<file path="src/rtl/stream_mux_rr.sv">
// N-to-1 valid/ready stream mux with a registered output stage and manual-select mode.
// STREAM_MUX_RR_EN selects round-robin arbitration; undefined gives fixed priority (lowest index wins).
module stream_mux_rr #(
  parameter int WIDTH = 8,
  parameter int N     = 4,
  parameter int SELW  = $clog2(N)
) (
  input  logic               clk,
  input  logic               rst_n,
  input  logic [N*WIDTH-1:0] in_data,
  input  logic [N-1:0]       in_valid,
  output logic [N-1:0]       in_ready,
  input  logic               man_en,
  input  logic [SELW-1:0]    man_sel,
  output logic [WIDTH-1:0]   out_data,
  output logic               out_valid,
  output logic [SELW-1:0]    out_sel,
  input  logic               out_ready
);
  // state | meaning
  // EMPTY | no beat held, out_valid = 0
  // FULL  | beat held in the output register, out_valid = 1
  typedef enum logic {EMPTY = 1'b0, FULL = 1'b1} state_t;

  state_t           state, state_nxt;
  logic             load_ok, load, gnt_vld;
  logic [SELW-1:0]  gnt_idx;
  logic [WIDTH-1:0] gnt_data;
`ifdef STREAM_MUX_RR_EN
  logic [SELW-1:0]  ptr;
  logic [2*N-1:0]   rot;
`endif

  assign out_valid = (state == FULL);
  assign load_ok   = !out_valid || out_ready;
  assign load      = gnt_vld && load_ok && rst_n;

  always_comb begin
    gnt_vld = 1'b0;
    gnt_idx = '0;
`ifdef STREAM_MUX_RR_EN
    rot = {in_valid, in_valid} >> ptr;
`endif
    if (man_en) begin
      // out-of-range man_sel matches no channel, so it never grants
      for (int k = 0; k < N; k++) begin
        if (SELW'(k) == man_sel && in_valid[k]) begin
          gnt_vld = 1'b1;
          gnt_idx = SELW'(k);
        end
      end
    end else begin
`ifdef STREAM_MUX_RR_EN
      for (int k = 0; k < N; k++) begin
        if (!gnt_vld && rot[k]) begin
          gnt_vld = 1'b1;
          gnt_idx = (int'(ptr) + k >= N) ? SELW'(int'(ptr) + k - N) : SELW'(int'(ptr) + k);
        end
      end
`else
      for (int k = 0; k < N; k++) begin
        if (!gnt_vld && in_valid[k]) begin
          gnt_vld = 1'b1;
          gnt_idx = SELW'(k);
        end
      end
`endif
    end
  end

  always_comb begin
    in_ready = '0;
    gnt_data = '0;
    for (int k = 0; k < N; k++) begin
      if (SELW'(k) == gnt_idx) begin
        gnt_data    = in_data[k*WIDTH +: WIDTH];
        in_ready[k] = gnt_vld && load_ok && rst_n;
      end
    end
  end

  always_comb begin
    state_nxt = state;
    if (load)
      state_nxt = FULL;
    else if (state == FULL && out_ready)
      state_nxt = EMPTY;
  end

  always_ff @(posedge clk or negedge rst_n) begin
    if (!rst_n)
      state <= EMPTY;
    else
      state <= state_nxt;
  end

  always_ff @(posedge clk or negedge rst_n) begin
    if (!rst_n) begin
      out_data <= '0;
      out_sel  <= '0;
    end else if (load) begin
      out_data <= gnt_data;
      out_sel  <= gnt_idx;
    end
  end

`ifdef STREAM_MUX_RR_EN
  // pointer is frozen in manual mode so arbitration resumes where it left off
  always_ff @(posedge clk or negedge rst_n) begin
    if (!rst_n)
      ptr <= '0;
    else if (load && !man_en)
      ptr <= (int'(gnt_idx) == N - 1) ? '0 : gnt_idx + SELW'(1);
  end
`endif

endmodule

</file>
<file path="config.mk">
export PLATFORM = sky130hd
export DESIGN_NAME = stream_mux_rr
export DESIGN_NICKNAME = d
export VERILOG_FILES = /design/src/rtl/stream_mux_rr.sv
export SDC_FILE = /design/constraint.sdc
export NUM_CORES = 1
export LEC_CHECK = 0
export CAP_MARGIN = 5
export CORE_UTILIZATION = 35
export DETAILED_ROUTE_END_ITERATION = 6
export PLACE_DENSITY = 0.89
export SKIP_CTS_REPAIR_TIMING = 1
export SYNTH_ARGS = -nofsm -noshare
export SYNTH_HDL_FRONTEND = slang
export SYNTH_SLANG_ARGS = --single-unit
</file>
<file path="constraint.sdc">
create_clock -name clk -period 1.95 [get_ports clk]
set_input_delay 0.2925 -clock clk [delete_from_list [all_inputs] [get_ports clk]]
set_output_delay 0.2925 -clock clk [all_outputs]
set_load 0.05 [all_outputs]
</file>
==> impl_metrics.json <==
{
  "maxSlewViolCount": 0,
  "cts_buffer_depth": 2,
  "synth_cell_types": 24,
  "crit_type": "primary input to output pin",
  "powerDensity_nw_per_um2": 667,
  "maxCapViolations": 0,
  "grt_pass1_wl_um": 3880,
  "end_kind": "output pin",
  "ys_warn_count": 0,
  "setup_viol": 3,
  "tightest_slew_ns": 0.504,
  "grt.total_usage_pct": 20.7,
  "io_pins": 57,
  "ant_nets": 0,
  "crit_chain": "dlymetal6s2s_1 > or3_4 > o311a_1 > nand3_2 > or2_4 > nor2_4 > buf_12",
  "fin_nets": 194,
  "clock_latency_ns": 0.27,
  "crit_slowest_cell": "o311a_1",
  "synth_fa_ha_area_share_pct": 0,
  "arrival_ns": 1.67,
  "synthMuxAreaShare_pct": 22.0,
  "syn_inst": 77,
  "h-tree-depth": 1,
  "synth_top_family_by_area": "multiplexers",
  "tns_ns": -0.0142,
  "wl_um": 2680,
  "grt-ovfl-total": 0,
  "drive_above_1_share_pct": 31.8,
  "relSlewSlack_pct": 66.3,
  "fin_skew_ns": 0.00416,
  "area_delta_synth_final_pct": 101,
  "final_cell_count_no_fill": 179,
  "synth_xor_area_share_pct": 0,
  "cts_buffers": 3,
  "synth_compound_area_share_pct": 20.8,
  "final.setup.worst_slack_ns": -0.00905,
  "grt_max_degree": 16,
  "portBuffers": 56,
  "antenna_found_initial": 0,
  "dp_hpwl_um": 2130,
  "gp_congestion": 0.743,
  "synthSimpleGateAreaFrac_pct": 15.6,
  "via_per_inst": 5.11,
  "syn_avg_cell_area_um2": 10.6,
  "cp_slowest_stage_delay_ns": 0.37,
  "cts-root-buf": "clkbuf_4",
  "status": "finished with violations",
  "fin_crit_sh_pct": 100,
  "start_util_pct": 37.0,
  "die_h_um": 50.4,
  "ys_seq_elements": 11,
  "grt_pass1_vias": 934,
  "cp.required_ns": 1.66,
  "p_leak_nw": 0.736,
  "path_clk_slew_ns": 0.07,
  "startpoint_type": "primary input",
  "vias": 915,
  "rsz0062_at_grt": "yes",
  "dr.first_iter.drc_count": 6,
  "min_period_ns": 1.96,
  "first_pass_iters": 4,
  "die_w_um": 50.4,
  "post-route-drc-count": 0,
  "clkSinkCount": 11,
  "syn_nets": 119,
  "yosysSeqAreaShare_pct": 33.6,
  "clock.fmax_mhz": 510,
  "cp_max_fo": 4,
  "min_path_type": "primary input to flop",
  "dp_cells": 169,
  "ir_drop_v": 0.000617,
  "netlist_area_um2": 820,
  "violations": "negative setup slack",
  "dieArea_um2": 2540,
  "rows": 17,
  "antenna_cells": 0,
  "holdWs_ns": 0.300,
  "wl_per_cell_um": 15.0,
  "cts_tree": "done",
  "finalHoldViolCount": 0,
  "core_area_um2": 2210
}
-- critical path, delay by kind of cell --
family / cells / cell delay, ns
AO/OA/AOI/OAI: 1 / 0.37
buffers and inverters: 2 / 0.31
AND/OR/NAND/NOR: 4 / 0.70
-- final timing paths --
check,from,cells past startpoint,slack (ns),endpoint
worst min-delay path,out_ready,3,0.30,out_valid$_DFFE_PN0P_
worst max-delay path,man_en,7,-0.009,in_ready[2]
worst min register to register,out_data[6]$_DFFE_PN0N_,2,0.49,out_data[6]$_DFFE_PN0N_
min in group asynchronous,rst_n,3,0.54,out_sel[0]$_DFFE_PN0N_
worst max register to register,out_valid$_DFFE_PN0P_,6,0.40,out_data[2]$_DFFE_PN0N_
max in group asynchronous,rst_n,3,1.24,out_valid$_DFFE_PN0P_
-- kinds of logic after synthesis --
group	count (synthesis)
DFF	11
buffers and inverters	7
and+or+nand+nor	26
AOI/OAI and AO/OA	15
muxes	18
-- flip-flops by register name (all words and copies together), names as in the netlist --
signal and cells:
out_data 8, out_sel 2, out_valid 1
-- stage by stage --
step           power (W)  util [%]  area [µm²]  worst slack (ns)
2_1_floorplan   0.000658         -         841           -0.0554
3_3_place_gp    0.000900      69.1        1530            -0.247
3_5_place_dp    0.000918      69.1        1530            -0.327
4_1_cts          0.00108      70.2        1550            -0.336
5_1_grt          0.00115      74.4        1650           -0.0690
6_report         0.00110      74.4        1650          -0.00905
-- layout make-up --
class                   instances  area (µm²)
clock buffers                   4        26.3
fillers                       162         567
inverters                       2        7.51
multi-input cells              59         531
flip-flops and latches         11         277
well taps                      28        35.0
repair buffers                 75         769
-- cells in the final DEF, fill, tap and decap left out, types with 2 or more instances in the layout --
cell | Yosys | routed
dfrtp_1 | 11 | 10
nor2_4 | 0 | 4
clkbuf_2 | 0 | 2
buf_4 | 0 | 16
clkdlybuf4s50_1 | 0 | 43
o221ai_2 | 7 | 7
buf_12 | 1 | 5
mux2i_1 | 18 | 18
clkbuf_4 | 0 | 3
nand2_1 | 14 | 14
dlymetal6s2s_1 | 0 | 7
-- power by group --
| part | leakage [nW] | switching (W) | internal [W] | total [W] |
|---|---|---|---|---|
| combinational | 0.584 | 0.000346 | 0.000281 | 0.000627 |
| sequential | 0.136 | 0.0000306 | 0.000278 | 0.000309 |
| clock | 0.0150 | 0.0000823 | 0.0000793 | 0.000162 |
-- metal layers --
| metal | track usage [%] | up-vias | routed length (µm) |
|---|---|---|---|
| met5 | 0 | - | 0 |
| met4 | 8.80 | 0 | 50 |
| met3 | 4.85 | 6 | 195 |
| met2 | 42.2 | 45 | 1490 |
| met1 | 18.8 | 432 | 948 |
| li1 | - | 432 | - |
-- cells in the mapped netlist --
cell type  instances  share of area [%]
or2_2              1               0.76
o32ai_1            1                1.1
nand3b_1           1               0.92
and2b_1            1               0.92
inv_1              2               0.92
nand2_1           14                6.4
nand3_2            1                1.2
buf_12             1                2.4
o21ai_0            1               0.61
or2b_1             1               0.92
or3_4              1                1.4
o221ai_2           7                 13
buf_2              1               0.61
nand2b_1           1               0.76
a21oi_1            1               0.61
dfrtp_1           11                 34
buf_6              3                4.1
o21bai_1           1               0.92
o31ai_2            1                1.5
mux2i_1           18                 22
o21a_1             1               0.92
o311a_1            1                1.2
nor2_1             5                2.3
o221ai_1           1                1.1
Power figures use the tool's default switching activity.
